==> src/rtl/pc_unit.sv <==
// Program counter with boot, run and trap modes: sequential fetch, branch redirect,
// misaligned-target trapping and single-level trap entry/return with a saved epc.
module pc_unit #(
   parameter int unsigned      WIDTH        = 32,
   parameter logic [WIDTH-1:0] RESET_VECTOR = '0,
   parameter logic [WIDTH-1:0] TRAP_VECTOR  = WIDTH'(32'h0000_0100)
) (
   input  logic             clk,
   input  logic             rst,
   input  logic             stall,
   input  logic             redirect_valid,
   input  logic [WIDTH-1:0] redirect_pc,
   input  logic             trap_req,
   input  logic             trap_ret,
   output logic [WIDTH-1:0] pc,
   output logic [WIDTH-1:0] pc_plus4,
   output logic             pc_valid,
   output logic [WIDTH-1:0] epc,
   output logic             in_trap,
   output logic             misalign_err
);

   typedef enum logic [1:0] {
      BOOT = 2'd0,
      RUN  = 2'd1,
      TRAP = 2'd2
   } state_t;

   state_t           state;
   state_t           state_nxt;
   logic [WIDTH-1:0] pc_nxt;
   logic [WIDTH-1:0] epc_nxt;
   logic             err_nxt;
   logic             misaligned;

   assign pc_plus4   = pc + WIDTH'(4);
   assign misaligned = (redirect_pc[1:0] != 2'b00);
   assign pc_valid   = (state != BOOT);
   assign in_trap    = (state == TRAP);

   always_ff @(posedge clk or negedge rst) begin
      if (!rst) begin
         state        <= BOOT;
         pc           <= RESET_VECTOR;
         epc          <= '0;
         misalign_err <= 1'b0;
      end else begin
         state        <= state_nxt;
         pc           <= pc_nxt;
         epc          <= epc_nxt;
         misalign_err <= err_nxt;
      end
   end

   // A misaligned redirect behaves like a trap; in TRAP it re-vectors without touching epc.
   always_comb begin
      state_nxt = state;
      pc_nxt    = pc;
      epc_nxt   = epc;
      err_nxt   = 1'b0;
      case (state)
         BOOT: begin
            state_nxt = RUN;
         end
         RUN: begin
            if (trap_req) begin
               pc_nxt    = TRAP_VECTOR;
               epc_nxt   = pc;
               state_nxt = TRAP;
            end else if (redirect_valid && misaligned) begin
               pc_nxt    = TRAP_VECTOR;
               epc_nxt   = pc;
               state_nxt = TRAP;
               err_nxt   = 1'b1;
            end else if (redirect_valid) begin
               pc_nxt = redirect_pc;
            end else if (!stall) begin
               pc_nxt = pc_plus4;
            end
         end
         TRAP: begin
            if (trap_ret) begin
               pc_nxt    = epc;
               state_nxt = RUN;
            end else if (redirect_valid && misaligned) begin
               pc_nxt  = TRAP_VECTOR;
               err_nxt = 1'b1;
            end else if (redirect_valid) begin
               pc_nxt = redirect_pc;
            end else if (!stall) begin
               pc_nxt = pc_plus4;
            end
         end
         default: begin
            state_nxt = BOOT;
            pc_nxt    = RESET_VECTOR;
         end
      endcase
   end

endmodule

==> config.mk <==
export PLATFORM = sky130hd
export DESIGN_NAME = pc_unit
export DESIGN_NICKNAME = d
export VERILOG_FILES = /design/src/rtl/pc_unit.sv
export SDC_FILE = /design/constraint.sdc
export NUM_CORES = 1
export LEC_CHECK = 0
export BUFFER_PORTS_ARGS = -buffer_cell sky130_fd_sc_hd__buf_2
export CAP_MARGIN = 10
export CORE_MARGIN = 2
export CORE_UTILIZATION = 30
export CTS_CLUSTER_DIAMETER = 50
export DETAILED_ROUTE_END_ITERATION = 12
export HOLD_SLACK_MARGIN = 0.03
export PLACE_DENSITY = 0.54
export SLEW_MARGIN = 20
export SYNTH_ARGS = -nofsm -noshare
export SYNTH_HDL_FRONTEND = slang
export SYNTH_SLANG_ARGS = --single-unit
==> constraint.sdc <==
create_clock -name clk -period 2 [get_ports clk]
set_input_delay 0.3 -clock clk [delete_from_list [all_inputs] [get_ports clk]]
set_output_delay 0.3 -clock clk [all_outputs]
set_load 0.03 [all_outputs]
### Word-level counts from Yosys, hierarchy flattened

Cells that the tools add are included.

| storage, ports and cells | value |
|---|---|
| register bits | 67 |
| bits in latches | 0 |
| RAM bits | 0 |
| ROM bits | 0 |
| input bits | 38 |
| output and inout bits | 99 |
| word-level logic and storage cells | 32 |
| memories kept | 0 |

| cells by class | value |
|---|---|
| add/subtract/negate cells | 1 |
| $mul | 0 |
| div/mod/pow operators | 0 |
| $lt $le $gt $ge | 0 |
| eq/ne operators | 4 |
| shift operators | 0 |
| multiplexer cells | 16 |
| bitwise gates (word level) | 0 |
| reductions and logical operators | 7 |

Operator list:

| operator | number |
|---|---|
| $mux W32 | 7 |
| $pmux W32 S3 | 1 |
| $add A32 B3 Y32 const B | 1 |
| $mux W2 | 3 |
| $pmux W2 S3 | 1 |
| $reduce_bool A2 Y1 | 3 |
| $reduce_and A2 Y1 | 2 |
| $mux W1 | 3 |
| $ne A3 B3 Y1 const B | 1 |
| $eq A2 B1 Y1 const B | 1 |
| $eq A2 B2 Y1 const B | 1 |
| $logic_not A2 Y1 | 1 |
| $ne A2 B2 Y1 const B | 1 |
| $pmux W1 S2 | 1 |
| $logic_and A1 B1 Y1 | 1 |

### Longest topological paths before layout

| depth | value |
|---|---|
| word-level depth | 6 |
| depth in mapped cells | 9 |
| depth with buffers taken out | 7 |

### Worst setup path after synthesis

No wires, ideal clock.

| timing path | value |
|---|---|
| path type | flip-flop to output port |
| start point | reg pc[7] |
| end point | out pc_plus4[26] |
| arrival time | 2.273 ns |
| required time | 1.700 ns |
| path slack | -0.573 ns |
| stages on the path, launching flop included | 8 |
| buffers on the path | 3 |
| cell sequence | dfrtp_1 -> buf_2 -> nand4_1 -> buf_2 -> nor4_4 -> buf_2 -> and3_1 -> xor2_1 |

| between the ends | value |
|---|---|
| word-level cells in the longest chain between the ends | 1 |

Ends and longest elaborated chain:

| item | line | text |
|---|---|---|
| start, declared | 15 | `output logic [WIDTH-1:0] pc,` |
| start signal, assigned | 49 | `pc <= pc_nxt;` |
| $add A32 B3 Y32 | 36 | `assign pc_plus4 = pc + WIDTH'(4);` |
| end, declared | 16 | `output logic [WIDTH-1:0] pc_plus4,` |

No other way between the ends.

### Worst setup path after layout

| timing path | value |
|---|---|
| start point | reg pc[8] |
| end point | out pc_plus4[21] |

Same word-level chain as after synthesis.

==> results list <==
- The run finished, with violations left.
- Failing checks: negative setup slack
- Of the synthesized area, sequential elements account for 36.1%.
- Tot Pwr: between 7000 and 8000 uW
- Switching power total: 3200 uW
- For this run, global-route usage on met1 was measured as 30.5%.
* Number of clock sinks: 67
- Post-Place Cell Area: 6590 um^2
- Counting flops with an async set or reset pin after synthesis yields a share of between 90% and 100%.
* Number of standard-cell rows in the floorplan: 45
- Clock tree synthesis selected as its root buffer the cell sky130_fd_sc_hd__clkbuf_16.
- Skew-Pair Late Insertion Delay: 350 ps
* Antenna violations before repair: 0
- STA classifies the critical path startpoint as a flip-flop.
- After technology mapping, the gate count stands at between 500 and 600.
- Final setup violation count: 25
- Violation count after the first detailed-route iteration: roughly 410
- The H-tree generated during clock tree synthesis spans 3 levels.
- The first TritonRoute pass finished after 5 iterations.
- Number of nets still failing antenna checks after routing: 0
- After legalization and detailed placement, the total HPWL measured 13500 um.
* Vias in the first global route: 5083
* Top-level I/O count: 137
- In this run the deepest clock path goes through 2 buffers.
- Vias per Instance: 5.49
* Largest fanout on the critical path: 5
- The die is 128 um tall.
* Count of unique library cells instantiated by Yosys: 60
* Cts bufs inserted: 9
* Final clock period utilization by the worst path: 120%
- For met2 alone, demand over resource in global routing was 35.7%.
* Highest-count cells in the layout ignoring fill and taps: 111 x sky130_fd_sc_hd__buf_2, 108 x sky130_fd_sc_hd__buf_4, 47 x sky130_fd_sc_hd__nand2_1, 47 x sky130_fd_sc_hd__dfrtp_1, 36 x sky130_fd_sc_hd__buf_6
- Largest net degree at the start of global routing: 31
- The smallest clock period supported by the final layout is computed as ~2400 ps.
- Cells with a size suffix above 1 make up between 50% and 60% of the layout.
- The number of max-slew violations in the final report was 0.
- Fin util: 50.6%
- The core region is around 15000 um^2.
- After detailed routing, the number of remaining DRC violations is 0.
- Derived from the worst setup path, the maximum achievable clock frequency is 417 MHz.
* Floorplan die area: ~16000 um^2
- When the netlist entered floorplanning its net count stood at 579.
- The hold violation total from the final report came to 0.
* Sequential share of power: 24.7%
- The clock network burns 22.4% of the power.
- Synthesis inferred 67 register bits.
- Yosys mapped a number of flops with a built-in enable equal to 0.
- Clock tree from TritonCTS: done
* Wire length after detailed routing: 18900 um
* Fill cell total of the finished layout: ~1400
* P per Cell Area: around 960 nW/um^2
- Logic pwr share: 52.9%
* Max cap viols: 0
* Worst Max-Slew Pin Slew: 614 ps
* Starting Density: 30.6%
- Avg Synthesized Cell Area: 8.66 um^2
* Drt wl/cell: 19.7 um
- The worst setup path is captured at an output port.
* Most used routing layer: met2
* Setup clock skew after layout: 6.81 ps
* Area of all placed cells without fillers: 7670 um^2
* Maximum VDD drop: 0.000564 V
- WS Path Type: reg2out
- Post-Synthesis Cell Area: 4640 um^2
- Post-layout net count: 807
* Fraction of power spent switching nets: approximately 44%
* Final weighted congestion in routability-driven placement: 0.888
* Routing usage on met3: 3.87%
- Setup slack on the critical path of the routed design comes to -396 ps.
- Across all layers, the routed design uses 5256 vias.
- YS warnings: 0
* Slew headroom: roughly three fifths
* Total grt overflow: 0
- Relative to the synthesized area, the layout overhead comes to 65.2%.
- OpenSTA, run right after detailed placement, puts the worst setup slack at -90.6 ps.
* Die Width: 128 um
* Most frequent standard cell in the layout excluding fill and tap cells: sky130_fd_sc_hd__buf_2
- In this run the static leakage power is 0.00375 uW.
- Buffers placed on the I/O ports in this run total 136.
- Minimum setup slack among reg-to-reg paths: -120 ps
- Setup repair after global routing could not meet its margin everywhere.
- The worst hold path belongs to the class in2reg.
* Wire length of the first global-routing pass: 28300 um
- Global routing consumed, over all layers together, roughly 22% of the routing resources.
- STA puts the critical path data arrival time at 2100 ps.
- Diodes inserted: 0
- After clock tree synthesis, the clock-pin slew on the worst setup and hold paths is 60 ps.
* Internal power summed over all cells: 4150 uW
* CP required: 1700 ps
- In the synthesized netlist the dominant register cell turns out to be sky130_fd_sc_hd__dfrtp_1.
critical path: stages (launching register included):
cell and delay [ps]:
sky130_fd_sc_hd__dfrtp_2 370, sky130_fd_sc_hd__nand4_1 210, sky130_fd_sc_hd__or4_4 680, sky130_fd_sc_hd__nor2_4 190, sky130_fd_sc_hd__xor2_4 150, sky130_fd_sc_hd__buf_6 140
final cells by class:
type / count / area, um^2 / share of cell area, %
multi-input cells: 404 / 3370 / 44.0
repair buffers: 267 / 2000 / 26.1
flip-flops and latches: 67 / 1700 / 22.2
clock buffers: 14 / 264 / 3.44
well taps: 188 / 235 / 3.07
inverters: 15 / 56.3 / 0.734
clock inverters: 2 / 35.0 / 0.457
kinds of logic after synthesis:
family          Yosys count  share of synthesized area (%)
simple gates            195                           22.4
compound gates          134                           19.4
flops                    67                           36.1
buf+inv                  65                           6.09
xor+xnor                 41                           7.74
mux                      29                           6.96
fa+ha+maj                 5                           1.35
metrics by stage:
stage | instances | hold slack (ps) | TNS, ps
after floorplan | 536 | 4.41 | -1760
after global placement | 910 | 347 | -445
after detailed placement | 910 | 342 | -847
after CTS | 939 | 202 | -5540
after global routing | 957 | 214 | -8090
final | 957 | 215 | -5560
registers in the layout (all words and copies together) (netlist names):
register and flops:
epc 32, misalign_err 1, pc 32, state 2
routing by layer:
metal | wire [um] | share of wire [%]
met1 | 8410 | 45
met2 | 8950 | 47
met3 | 1110 | 5.9
met4 | 404 | 2.1
met5 | 0 | 0
path summary, 6_finish.rpt:
check,startpoint,to,depth (start not counted)
min in group asynchronous,rst,epc[28],2
max reg2reg,pc[8],pc[27],7
min reg2reg,epc[0],pc[0],1
max,pc[8],pc_plus4[21],5
max in group asynchronous,rst,pc[12],3
min,redirect_pc[27],pc[27],3
synthesized netlist by cell type (all sizes together), types with 4 or more instances:
master / number / area [um^2]
o31ai: 8 / 60.1
nor4: 11 / 105
inv: 14 / 52.6
nand2b: 7 / 43.8
buf: 18 / 106
nand2: 57 / 214
dfrtp: 67 / 1680
nor2: 35 / 131
or4: 4 / 33.8
and3: 9 / 56.3
o211ai: 5 / 37.5
a22oi: 14 / 105
a221oi: 7 / 61.3
and4: 4 / 35.0
xnor2: 24 / 210
nand4: 13 / 96.3
and2: 6 / 37.5
ha: 5 / 62.6
a21oi: 29 / 145
nor2b: 5 / 31.3
xor2: 17 / 149
clkbuf: 32 / 120
mux2: 26 / 293
a31oi: 5 / 31.3
o21ai: 30 / 150
a22o: 6 / 52.6
nand3: 21 / 110
nor3: 11 / 55.1
a21o: 4 / 30.0
power by group through the flow:
| stage | sequential, uW | combinational (uW) | clock [uW] |
|---|---|---|---|
| final | 1820 | 3890 | 1650 |
| after global routing | 1850 | 4110 | 1720 |
| after CTS | 1810 | 3540 | 1690 |
| after detailed placement | 1830 | 3440 | 0 |
| after global placement | 1820 | 3400 | 0 |
| after floorplan | 2230 | 1680 | 0 |
what timing repair did:
item / CTS / global route
setup endpoints to repair: 30 / 47
gates resized for setup: 72 / 59
pin swaps: 22 / 26
cloned: 0 / 1
hold endpoints to repair: 21 / 0
buffers inserted: 15 / 21
hold buffers: 1 / 0
Note: power is estimated with default switching activity, not from simulation.
